[config.mk]
export PLATFORM = sky130hd
export DESIGN_NAME = id_token_fsm
export DESIGN_NICKNAME = d
export VERILOG_FILES = /design/src/rtl/id_token_fsm.sv
export SDC_FILE = /design/constraint.sdc
export NUM_CORES = 1
export LEC_CHECK = 0
export ABC_AREA = 1
export BUFFER_PORTS_ARGS = -buffer_cell sky130_fd_sc_hd__buf_2
export CAP_MARGIN = 20
export CORE_MARGIN = 1.5
export CORE_UTILIZATION = 58
export CTS_BUF_LIST = sky130_fd_sc_hd__clkbuf_4
export CTS_CLUSTER_DIAMETER = 60
export DETAILED_ROUTE_END_ITERATION = 8
export PLACE_DENSITY = 0.82
export REMOVE_ABC_BUFFERS = 1
export SYNTH_ARGS = -nofsm -noshare
export SYNTH_HDL_FRONTEND = slang
export SYNTH_SLANG_ARGS = --single-unit
[constraint.sdc]
create_clock -name clk -period 2.1 [get_ports clk]
set_input_delay 0.42 -clock clk [delete_from_list [all_inputs] [get_ports clk]]
set_output_delay 0.42 -clock clk [all_outputs]
set_load 0.01 [all_outputs]
[src/rtl/id_token_fsm.sv]
// id_token_fsm
//   Recognises identifier tokens of the form LETTER+ DIGIT+ in a byte stream.
//   'out' is high while the consumed stream ends in such a token with at
//   least MIN_ALPHA letters and MIN_DIGIT digits.
//
// Ports
//   clk        in   rising-edge clock
//   rst_n      in   asynchronous active-low reset
//   char       in   [7:0] ASCII character, consumed when char_vld=1
//   char_vld   in   1 = consume char this edge, 0 = hold all state
//   out        out  token-match flag (registered, Moore)
//   tok_len    out  [CNT_W:0] letters + digits of the current token
//   match_cnt  out  [MATCH_W-1:0] count of out rising transitions, wraps
//
// Configuration
//   ID_UNDERSCORE_EN  when defined, 8'h5F ('_') is treated as a letter;
//                     otherwise it is a separator.
module id_token_fsm #(
    parameter int MIN_ALPHA = 1,
    parameter int MIN_DIGIT = 1,
    parameter int CNT_W     = 4,
    parameter int MATCH_W   = 8
) (
    input  logic               clk,
    input  logic               rst_n,
    input  logic [7:0]         char,
    input  logic               char_vld,
    output logic               out,
    output logic [CNT_W:0]     tok_len,
    output logic [MATCH_W-1:0] match_cnt
);

    typedef enum logic [1:0] {
        S_IDLE  = 2'd0,
        S_ALPHA = 2'd1,
        S_DIGIT = 2'd2
    } state_t;

    state_t             state_q, state_d;
    logic [CNT_W-1:0]   alpha_q, alpha_d;
    logic [CNT_W-1:0]   digit_q, digit_d;
    logic               out_q, out_d;
    logic [MATCH_W-1:0] match_q, match_d;

    logic is_alpha_letter;
    logic is_letter;
    logic is_digit;

    assign is_alpha_letter = ((char >= 8'h41) && (char <= 8'h5A)) ||
                             ((char >= 8'h61) && (char <= 8'h7A));
`ifdef ID_UNDERSCORE_EN
    assign is_letter = is_alpha_letter || (char == 8'h5F);
`else
    assign is_letter = is_alpha_letter;
`endif
    assign is_digit = (char >= 8'h30) && (char <= 8'h39);

    always_comb begin
        state_d = state_q;
        alpha_d = alpha_q;
        digit_d = digit_q;
        if (char_vld) begin
            if (is_letter) begin
                state_d = S_ALPHA;
                if (state_q == S_ALPHA) begin
                    alpha_d = (alpha_q == '1) ? alpha_q : alpha_q + CNT_W'(1);
                end else begin
                    alpha_d = CNT_W'(1);
                    digit_d = '0;
                end
            end else if (is_digit) begin
                case (state_q)
                    S_ALPHA: begin
                        state_d = S_DIGIT;
                        digit_d = CNT_W'(1);
                    end
                    S_DIGIT: begin
                        digit_d = (digit_q == '1) ? digit_q : digit_q + CNT_W'(1);
                    end
                    default: begin
                        state_d = S_IDLE;
                        alpha_d = '0;
                        digit_d = '0;
                    end
                endcase
            end else begin
                state_d = S_IDLE;
                alpha_d = '0;
                digit_d = '0;
            end
        end
        // out is registered from the next state so it is a pure function of
        // the state registers one edge later, with no input-to-output path.
        out_d   = (state_d == S_DIGIT) &&
                  (alpha_d >= CNT_W'(MIN_ALPHA)) &&
                  (digit_d >= CNT_W'(MIN_DIGIT));
        match_d = (out_d && !out_q) ? match_q + MATCH_W'(1) : match_q;
    end

    always_ff @(posedge clk or negedge rst_n) begin
        if (!rst_n) begin
            state_q <= S_IDLE;
            alpha_q <= '0;
            digit_q <= '0;
            out_q   <= 1'b0;
            match_q <= '0;
        end else begin
            state_q <= state_d;
            alpha_q <= alpha_d;
            digit_q <= digit_d;
            out_q   <= out_d;
            match_q <= match_d;
        end
    end

    assign out       = out_q;
    assign tok_len   = {1'b0, alpha_q} + {1'b0, digit_q};
    assign match_cnt = match_q;

endmodule

# Word level (Yosys, flattened, before mapping)
# Cells that the tools add are included.
# classes
reduce_logical	9
n_eq_ne	5
mux	16
add_sub_neg	4
n_lt_le_gt_ge	8
# ops
cell	count
$mux 4	11
$ge 8x7->1 const B	2
$le 8x7->1 const B	2
$add 4x1->4 const B	2
$add 8x1->8 const B	1
$eq 4x4->1 const B	2
$ge 4x1->1 const B	2
$ge 8x6->1 const B	1
$le 8x6->1 const B	1
$pmux 4 s2	1
$logic_and 1x1->1	6
$mux 2	3
$add 4x4->5	1
$eq 2x2->1 const B	2
$pmux 2 s2	1
$eq 2x1->1 const B	1
$reduce_or 2->1	1
$logic_not 1->1	1
$logic_or 1x1->1	1
# totals
elab_cells	47
reg_bits	19

# Depth between registers and ports, before layout
# depth
ltp_word	10
mapped_depth	14

# Worst setup path before layout
# OpenSTA, ideal clock, no wires.
# synth_timing
kind	register to output
from	register digit_q[0]
to	output tok_len[4]
path_buffers	0
path_slack_ns	0.355
stages_incl_launch_ff	5
arrival_ns	1.325
required_time_ns	1.680
cell_sequence	dfrtp_1 > ha_1 > inv_1 > fa_1 > o21ai_0
# synth_between
elab_chain_cells	1
# synth_lines
item	line	rtl
start, declared	41	logic [CNT_W-1:0] digit_q, digit_d;
start signal, assigned	110	digit_q <= digit_d;
$add 4x4->5	117	assign tok_len = {1'b0, alpha_q} + {1'b0, digit_q};
end, declared	29	output logic [CNT_W:0] tok_len,
# No other way between the ends.

# Final worst setup path
# Same ends and word-level chain as after synthesis.

==> results.tsv <==
metric	value	unit
Synth Area in Simple Gates	42.3	%
post-route insts no fill	276	
Core Area	0.00250	mm2
Max Freq	482	MHz
DPL Wire Length	2600	um
Synth cell types	29	
r2r worst-path depth	15	
crit-path max FO	2	
unrepaired setup endpoints after global routing	yes	
VDD IR max	413	uV
clock root cell	clkbuf_4	
Inserted Clock Buffers	3	
combinational family with the most area after synthesis	simple AND/OR/NAND/NOR gates	
n_diodes	0	
Die Footprint	0.00300	mm2
max cap viols	0	
GRT overflow	0	
Initial Util	62.3	%
H-tree depth reported by CTS	1	
largest net degree at the start of global routing	20	
routed via count	1499	
Placed Instance Area	0.00171	mm2
Ports	25	
most frequent cells in the layout	nand2_1 (57), buf_2 (24), inv_1 (22)	
minimum clock period	2.07	ns
CTS Sinks	19	
clock transition at the registers of the reported paths	0.11	ns
critical path startpoint category	flop	
synth warn	0	
Synth Area in Adders	8.52	%
Worst Setup End Kind	output port	
total routed wirelength	3520	um
final hold vios	0	
commonest non-fill, non-tap cell in the layout	nand2_1	
vias in the first global route	1417	
Final period util	98.8	%
WP data arrival	1.65	ns
height of the die	54.8	um
Final Cell Area	0.00184	mm2
RePlAce Congestion	0.821	
Slew Viols, Final	0	
synthesized flop and latch total	19	
Max Buffers Root-to-Sink	2	
synthesized area per cell	7.31	um2
GRT Total Usage	26.4	%
Final Skew	0.00800	ns
dpl cells	267	
First DRT Iteration DRCs	57	
synthesized area	0.00156	mm2
first-pass GRT wire length	5780	um
FILL cells	217	
initial antenna violation count	0	
path type of the worst min-delay path	primary input to async pin	
status	completed	
worst rel slew slack	71.9	%
Die X	54.8	um
DRC Markers	0	
R2R Setup Slk	0.14	ns
Synth Area in Compound Gates	7.15	%
sequential share of the synthesized area	30.5	%
antenna-violating nets left	0	
Via density	5.43	
kind of critical path	flop to output port	
Hold-fix buffers, CTS	0	
share of post-route cells with drive strength above 1	31.3	%
P per Cell Area	384	mW/mm2
Post-Syn Instances	213	
Site Rows	18	
Worst-Skew Late Latency	0.30	ns
mux contribution to synthesized area	0	%
Final setup violation count	0	
Area Overhead vs Synth	18.0	%
TritonCTS clock tree	done	
LEAKAGE	0.981	nW
Worst-Margin Slew	0.421	ns
Detailed Routing Iterations Pass 1	4	
PortBufs	24	
Critical Path RT	1.68	ns
nets@finish	268	
Synth Area in XOR/XNOR	4.50	%
DR WL/cell	12.7	um
-- logic make-up after synthesis --
kind of cell	count (synthesis)
xor gates and xnor gates	8
AOI/OAI and AO/OA	16
DFF	19
and+or+nand+nor	132
buffers and inverters	28
adders and majority gates	10
-- critical path, stage by stage, from the launching register on --
cell and delay (ns):
dfrtp_2 0.39, ha_1 0.17, inv_1 0.06, fa_2 0.35
o21ai_0 0.21, buf_2 0.17
-- registers in the layout (all words and copies together) (netlist names) --
name	cells
digit_q	4
out	1
match_cnt	8
state_q	2
alpha_q	4
-- Yosys cell counts (all sizes together) --
library cell / count / area [um2]
ha: 9 / 113
fa: 1 / 20.0
xor2: 4 / 35.0
o2111ai: 1 / 8.76
nand3: 18 / 105
nand2: 74 / 308
xnor2: 4 / 35.0
o21bai: 1 / 7.51
nand3b: 2 / 15.0
buf: 1 / 7.51
clkinv: 3 / 11.3
o21ai: 8 / 43.8
and2: 1 / 6.26
nand4: 11 / 83.8
o21a: 1 / 15.0
nor2: 26 / 140
dfrtp: 19 / 475
a21oi: 5 / 36.3
inv: 24 / 90.1
-- per-layer routing --
metal / vias up / global-route usage (%) / wire [um]
li1: 755 / - / -
met1: 697 / 34.9 / 1640
met2: 42 / 44.2 / 1700
met3: 5 / 5.46 / 151
met4: 0 / 5.42 / 23
met5: - / 0 / 0
-- repair_timing --
item | CTS | global route
endpoints found under the hold margin | 0 | 0
buffers inserted | 2 | 1
pin swaps | 0 | 4
cloned | 0 | 2
endpoints found under the setup margin | 3 | 13
resized for setup | 1 | 17
-- power breakdown --
group	leakage, nW	internal (mW)	switching, mW	total [mW]
sequential	0.256	0.374	0.00869	0.382
combinational	0.706	0.0506	0.0897	0.140
clock	0.0177	0.0710	0.112	0.183
total	0.981	0.495	0.211	0.706
-- through the flow --
step	hold WS, ns	total power [mW]	worst slack (ns)	utilization (%)	setup TNS [ns]
after global placement	0.384	0.515	0.175	68.6	0
after CTS	0.0428	0.701	0.0138	70.3	0
after global routing	0.0588	0.745	-0.0803	73.5	-0.382
final	0.0337	0.706	0.0256	73.5	0
after detailed placement	0.378	0.518	0.123	68.6	0
after floorplan	0.124	0.471	0.355	-	0
-- final cells by class --
class | count | area, um2 | area share [%]
multi-input cells | 168 | 1040 | 56.7
flip-flops and latches | 19 | 479 | 26.1
repair buffers | 28 | 150 | 8.17
inverters | 27 | 101 | 5.52
well taps | 30 | 37.5 | 2.04
clock buffers | 3 | 22.5 | 1.23
clock inverters | 1 | 5.00 | 0.272
-- final timing paths --
| kind | from | endpoint |
|---|---|---|
| worst max-delay path | digit_q[0] | tok_len[4] |
| worst min-delay path | rst_n | alpha_q[0] |
| worst max register to register | digit_q[0] | match_cnt[4] |
| worst min register to register | match_cnt[7] | match_cnt[7] |
| max in group asynchronous | rst_n | digit_q[0] |
| min in group clk | char_vld | digit_q[3] |
Power figures use the tool's default switching activity.
